## config.mk

```make
export PLATFORM = sky130hd
export DESIGN_NAME = tdm_demux116
export DESIGN_NICKNAME = d
export VERILOG_FILES = /design/src/rtl/tdm_demux116.sv
export SDC_FILE = /design/constraint.sdc
export NUM_CORES = 1
export LEC_CHECK = 0
export CORE_MARGIN = 1.5
export CORE_UTILIZATION = 54
export DETAILED_ROUTE_END_ITERATION = 7
export PLACE_DENSITY = 0.89
export SKIP_LAST_GASP = 1
export SLEW_MARGIN = 0
export SYNTH_ARGS = -nofsm -noshare
export SYNTH_HDL_FRONTEND = slang
export SYNTH_SLANG_ARGS = --single-unit
export TNS_END_PERCENT = 20
```

## constraint.sdc

```tcl
create_clock -name clk -period 1.9 [get_ports clk]
set_input_delay 0.19 -clock clk [delete_from_list [all_inputs] [get_ports clk]]
set_output_delay 0.19 -clock clk [all_outputs]
set_load 0.005 [all_outputs]
```

## src/rtl/tdm_demux116.sv

```systemverilog
// Serial-to-parallel TDM demultiplexer: collects 16 slot bits per frame into a word.
// Optional trailing even-parity bit per frame is enabled by defining TDM_DEMUX116_PARITY_EN.
module tdm_demux116 #(
    parameter bit MSB_FIRST = 1'b0
) (
    input  logic        clk,
    input  logic        rst,
    input  logic        start,
    input  logic        data_in,
    input  logic        in_valid,
    output logic [3:0]  sel,
    output logic [15:0] data_out,
    output logic        out_valid,
    output logic        busy,
    output logic        parity_err
);

    typedef enum logic [1:0] {
        S_IDLE    = 2'd0,
        S_CAPTURE = 2'd1
`ifdef TDM_DEMUX116_PARITY_EN
        ,
        S_PARITY  = 2'd2
`endif
    } state_t;

    state_t      state_r;
    logic [3:0]  sel_r;
    logic [15:0] buf_r;
    logic [15:0] buf_next_s;
    logic [15:0] data_out_r;
    logic        out_valid_r;
    logic        busy_r;
    logic        parity_err_r;

    // Buffer bit position that the current slot lands in.
    function automatic logic [3:0] slot_bit(input logic [3:0] slot);
        return MSB_FIRST ? (4'd15 - slot) : slot;
    endfunction

`ifdef TDM_DEMUX116_PARITY_EN
    // 1 when the 16 data bits plus the parity bit do not have even parity.
    function automatic logic parity_error(input logic [15:0] word, input logic pbit);
        return (^word) ^ pbit;
    endfunction
`endif

    // Buffer contents with the current slot bit merged in.
    always_comb begin
        buf_next_s = buf_r;
        buf_next_s[slot_bit(sel_r)] = data_in;
    end

    // Frame FSM, slot counter, capture buffer and all registered outputs.
    always_ff @(posedge clk) begin
        if (rst) begin
            state_r      <= S_IDLE;
            sel_r        <= 4'd0;
            buf_r        <= 16'h0000;
            data_out_r   <= 16'h0000;
            out_valid_r  <= 1'b0;
            busy_r       <= 1'b0;
            parity_err_r <= 1'b0;
        end else begin
            out_valid_r <= 1'b0;
            case (state_r)
                S_IDLE: begin
                    sel_r <= 4'd0;
                    if (start) begin
                        state_r <= S_CAPTURE;
                        buf_r   <= 16'h0000;
                        busy_r  <= 1'b1;
                    end else begin
                        busy_r  <= 1'b0;
                    end
                end
                S_CAPTURE: begin
                    // A restart wins over any slot bit offered in the same cycle.
                    if (start) begin
                        sel_r <= 4'd0;
                        buf_r <= 16'h0000;
                    end else if (in_valid) begin
                        buf_r <= buf_next_s;
                        if (sel_r == 4'd15) begin
`ifdef TDM_DEMUX116_PARITY_EN
                            state_r <= S_PARITY;
`else
                            state_r     <= S_IDLE;
                            data_out_r  <= buf_next_s;
                            out_valid_r <= 1'b1;
                            sel_r       <= 4'd0;
                            busy_r      <= 1'b0;
`endif
                        end else begin
                            sel_r <= sel_r + 4'd1;
                        end
                    end else begin
                        sel_r <= sel_r;
                    end
                end
`ifdef TDM_DEMUX116_PARITY_EN
                S_PARITY: begin
                    if (start) begin
                        state_r <= S_CAPTURE;
                        sel_r   <= 4'd0;
                        buf_r   <= 16'h0000;
                    end else if (in_valid) begin
                        state_r      <= S_IDLE;
                        data_out_r   <= buf_r;
                        parity_err_r <= parity_error(buf_r, data_in);
                        out_valid_r  <= 1'b1;
                        sel_r        <= 4'd0;
                        busy_r       <= 1'b0;
                    end else begin
                        sel_r <= sel_r;
                    end
                end
`endif
                default: begin
                    state_r <= S_IDLE;
                    sel_r   <= 4'd0;
                    busy_r  <= 1'b0;
                end
            endcase
        end
    end

    assign sel       = sel_r;
    assign data_out  = data_out_r;
    assign out_valid = out_valid_r;
    assign busy      = busy_r;
`ifdef TDM_DEMUX116_PARITY_EN
    assign parity_err = parity_err_r;
`else
    assign parity_err = 1'b0;
`endif

endmodule

```

# Word level (Yosys, flattened, before mapping)

Index checks and enable logic that the tools add are counted.

Divide/modulo/power cells: 0
Bitwise operators: 3
Equal/unequal tests: 7
$mul: 0
Order comparisons: 2
Reduce and logical (&&, ||, !) cells: 9
Add/sub/neg operators: 1
Muxes and demuxes: 19
Shift-type cells: 0

Operators by type and width:

| operator                                            | count |
|---|---|
| two-way mux 16 bit                                  | 3 |
| one-hot mux 16 bit (2 select lines)                 | 1 |
| bitwise mux 16 bit                                  | 1 |
| two-way mux 2 bit                                   | 4 |
| inequality test 2 bit, second input constant        | 4 |
| AND reduction 4 bit                                 | 2 |
| two-way mux 1 bit                                   | 6 |
| AND reduction 3 bit                                 | 2 |
| < comparator 4 x 5 -> 1 bit, second input constant  | 1 |
| adder 4 x 1 -> 4 bit, second input constant         | 1 |
| demux 1 bit (select 4 bit)                          | 1 |
| equality test 4 bit, second input constant          | 1 |
| >= comparator 4 x 1 -> 1 bit, second input constant | 1 |
| two-way mux 4 bit                                   | 1 |
| one-hot mux 2 bit (2 select lines)                  | 1 |
| OR reduction 4 bit                                  | 1 |
| inequality test 3 bit, second input constant        | 1 |
| inverter 1 bit                                      | 3 |
| OR reduction 3 bit                                  | 1 |
| equality test 2 x 1 -> 1 bit, second input constant | 1 |
| logical NOT 2 bit                                   | 1 |
| one-hot mux 1 bit (2 select lines)                  | 1 |
| nonzero test 2 bit                                  | 1 |
| logical AND 1 bit                                   | 1 |

Bits in latches: 0
Word-level logic and storage cells: 47
Memory bits (read-only): 0
Memories: 0
Output and inout port bits: 23
RAM bits: 0
Bits of input ports: 5
Register bits after elaboration: 40

# Longest topological paths before layout

Gate-level depths: netlist (run 1).

Depth after elaboration: 8
Gate-level depth with buffers: 7
Gate-level depth less buffers: 5

# Worst setup path after synthesis (run 1)

No wires, ideal clock.

Path type: register to register
Start: reg sel_r[0], in the netlist sel[0]
End: reg data_out_r[10], in the netlist data_out[10]
Period minus slack after synthesis: 1.556 ns
Arrival time: 1.416 ns
Path slack: 0.344 ns
Path buffers: 3
Cell stages (with the launch flop): 8
Cell sequence: dfxtp_1 > ha_1 > and4b_1 > buf_6 > and2_4 > buf_6 > buf_12 > a211oi_2

Longest elaborated chain between the ends: 5

RTL lines:

| element                                                                                           | RTL line | source |
|---|---|---|
| start, declared                                                                                   | 28       | `logic [3:0] sel_r;` |
| start signal, assigned                                                                            | 95       | `sel_r <= sel_r + 4'd1;` |
| start signal, assigned                                                                            | 98       | `sel_r <= sel_r;` |
| < comparator 4 x 5 -> 1 bit (not written as such) or >= comparator 4 x 1 -> 1 bit (tied branches) | 51       | `buf_next_s[slot_bit(sel_r)] = data_in;` |
| logical AND 1 bit (not written as such)                                                           | 51       |  |
| two-way mux 1 bit (not written as such)                                                           | 51       |  |
| demux 1 bit (select 4 bit)                                                                        | 51       |  |
| bitwise mux 16 bit                                                                                | 51       |  |
| end signal, assigned                                                                              | 89       | `data_out_r <= buf_next_s;` |
| end, declared                                                                                     | 31       | `logic [15:0] data_out_r;` |

Several ways; a longest one is shown, not always the timed one.
A chain may end at the register's enable or synchronous reset.

# Worst setup path in the final report (run 1)

Start: reg sel_r[2], in the netlist sel[2]
End: out sel[2]

RTL lines:

| element       | RTL line | source |
|---|---|---|
| end, declared | 11       | `output logic [3:0] sel,` |

No word-level cell between the ends.

==> results of run 1 <==
## cells by family (layout without fill, tap and decap cells)
kind of cell	count (synthesis)	count (layout)	share of synthesized area, %
compound gates	67	67	23.6
xor+xnor	1	1	0.421
fa+ha+maj	7	7	4.21
buf+inv	33	58	8.96
flops	39	39	37.5
mux	18	18	8.66
other cells	1	1	0.180
simple gates	59	59	16.5
## final cells by class
cell class	instances	share of cell area [%]
Timing Repair Buffer	44	15.9
Clock buffer	6	2.93
Sequential cell	39	31.5
Clock inverter	1	1.21
Inverter	7	1.06
Tap cell	48	2.42
Multi-Input combinational cell	153	44.9
## registers in the layout, summed over array words and instances (netlist names)
register,cells
busy,1
sel,4
data_out,16
state_r,1
out_valid,1
buf_r,16
## per-layer routing
metal	track usage (%)	vias up
li1	-	878
met1	32.9	869
met2	39.7	62
met3	7.99	17
met4	10.2	0
met5	0	-
## Yosys cell counts, drive strengths merged (2+ instances only)
cell type  instances  area share (%)
a211oi            17             8.5
a21oi             31             7.5
a311o              4             1.9
a31oi              5             1.5
a32oi              8             3.4
and2               2            0.72
and4b              2            0.96
buf               16             5.9
clkbuf            10             1.8
dfxtp             39              38
ha                 7             4.2
inv                7             1.3
mux2i             18             8.7
nand2              9             1.6
nand2b             3            0.90
nand3             18             4.3
nand3b             8             2.9
nand4              5             1.5
nor2               3            0.54
nor2b              2            0.60
nor3b              4             1.4
## power breakdown
part	internal [mW]	switching, mW	total (mW)	leakage (nW)
clock network	0.385	0.277	0.662	0.0513
logic	0.0401	0.0634	0.103	0.523
registers	0.823	0.0109	0.834	0.315
total	1.25	0.351	1.60	0.889
## repair_timing
| item | in CTS | in global routing |
|---|---|---|
| gates resized for setup | 0 | 1 |
| endpoints found under the setup margin | 0 | 1 |
| endpoints found under the hold margin | 0 | 0 |
## through the flow
step | total power, mW | cells | worst slack, ns | instance area, um2 | hold slack (ns)
floorplan | 0.916 | 225 | 0.344 | 2080 | 0.432
global placement | 0.949 | 291 | 0.227 | 2380 | 0.462
detailed placement | 0.952 | 291 | 0.153 | 2380 | 0.474
CTS | 1.61 | 298 | 0.179 | 2480 | 0.489
global route | 1.65 | 298 | 0.0900 | 2480 | 0.508
finish | 1.60 | 298 | 0.231 | 2480 | 0.485
## final timing paths
path,from,endpoint,slack [ns],cells past startpoint
hold / removal,buf_r[5],buf_r[5],0.49,2
setup reg to reg,sel[1],buf_r[0],0.23,5
setup / recovery,sel[2],sel[2],0.23,1
hold reg to reg,buf_r[5],buf_r[5],0.49,2
==> run_results.csv, run 1 <==
group,metric,value,unit
run_status,status,"finished, final reports clean",
grt,grt_pass1_vias,1774,
cells_and_area,drive_above_1_share,14.4,%
drt,first_pass_iters,4,
critical_path,end_kind,"output port",
clock_network,clk_pin_slew_worst_paths,0.07,ns
drt,num_vias,1826,
clock_network,hold_buffers,0,
timing,period_share,87.8,%
timing,hold_viol,0,
clock_network,cts_max_level,2,
synthesis,synth.avg_cell_area,9.25,um2
clock_network,cts_sinks,39,
drt,drtIter0Drc,182,
drt,wl_met2,2310,um
synthesis,synth_warnings,0,
critical_path,required,1.71,ns
clock_network,clockBufferDepth,2,
drt,wl_met3,326,um
synthesis,synth_cell_type_count,34,
die,rows,22,
drt,viasPerCell,6.13,
critical_path,cpPeakStageDelay,0.60,ns
critical_path,arrival,1.48,ns
drt,wl,4890,um
drt,wl_per_cell,16.4,um
synthesis,async_reset_ff_share,0,%
critical_path,path_cells,"clkdlybuf4s50_1",
synthesis,syn-num-nets,237,
drt,ant_nets,0,
synthesis,synthFlopType,"dfxtp_1",
placement,place.gp.congestion,0.817,
synthesis,netlist_area,2080,um2
placement,hpwl,3180,um
clock_network,cts_tree,"done",
placement,portBuffers,26,
timing,rsz0062_at_grt,"no",
timing,fin_crit,1.67,ns
cells_and_area,fin_util,67.2,%
timing,max_freq,599,MHz
cells_and_area,multi_input_area,1110,um2
die,dieArea,4230,um2
critical_path,crit_path_start_kind,"flop",
critical_path,crit_fanout,14,
die,start_util,56.4,%
cells_and_area,final_cell_mix,"dfxtp_1, a21oi_1, clkdlybuf4s50_1",
die,ioPinCount,28,
synthesis,ys_ff_latch,39,
cells_and_area,area_growth,19.2,%
cells_and_area,regArea,782,um2
die,core,3690,um2
cells_and_area,num_antenna_cells,0,
timing,skew,0.0123,ns
clock_network,ctsRootBufferMaster,"clkbuf_8",
synthesis,postSynthCellCount,225,
grt,grt_usage,25.5,%
flow_run,max_cap_violations,0,
critical_path,critPathTopFamily,"flip-flops",
synthesis,ys_seq_area_share,37.5,%
grt,grt_max_degree,36,
cells_and_area,nets,262,
clock_network,numCtsBuffers,5,
critical_path,critical_path_class,"flop to output port",
critical_path,path_buf_inv,1,
timing,drv_slew,0,
cells_and_area,final_common_cell,"dfxtp_1",
min_path,hold_class,"flop to flop",
die,dieWidth,65.1,um
clock_network,post-cts-setup-buffers,0,
power,power_density,645,nW/um2
grt,grt_pass1_wl,8350,um
grt,grt_overflow,0,
timing,finalSetupTns,0,ns
die,die_y,65.1,um
power,vdd_ir_drop_max,584,uV
drt,highest_layer,"met4",
timing,setup_viol,0,
clock_network,clock_latency,0.29,ns
cells_and_area,num-fill-cells,290,
drt,wl_met1,2140,um
critical_path,crit_slowest_cell,"dfxtp_1",
synthesis,synth_edf_count,0,
power,power_leakage,0.889,nW
grt,antenna_found_initial,0,
drt,route.detailed.drc,0,
Power figures use the tool's default switching activity.
==> run 2: changes to the inputs <==
--- a/config.mk
+++ b/config.mk
@@ -7,6 +7,7 @@
 export LEC_CHECK = 0
 export CORE_MARGIN = 1.5
 export CORE_UTILIZATION = 54
+export CTS_CLUSTER_SIZE = 25
 export DETAILED_ROUTE_END_ITERATION = 7
 export PLACE_DENSITY = 0.89
 export SKIP_LAST_GASP = 1
==> results of run 2 <==
Same layout as run 1: the final DEF is identical, and so are final timing and power.
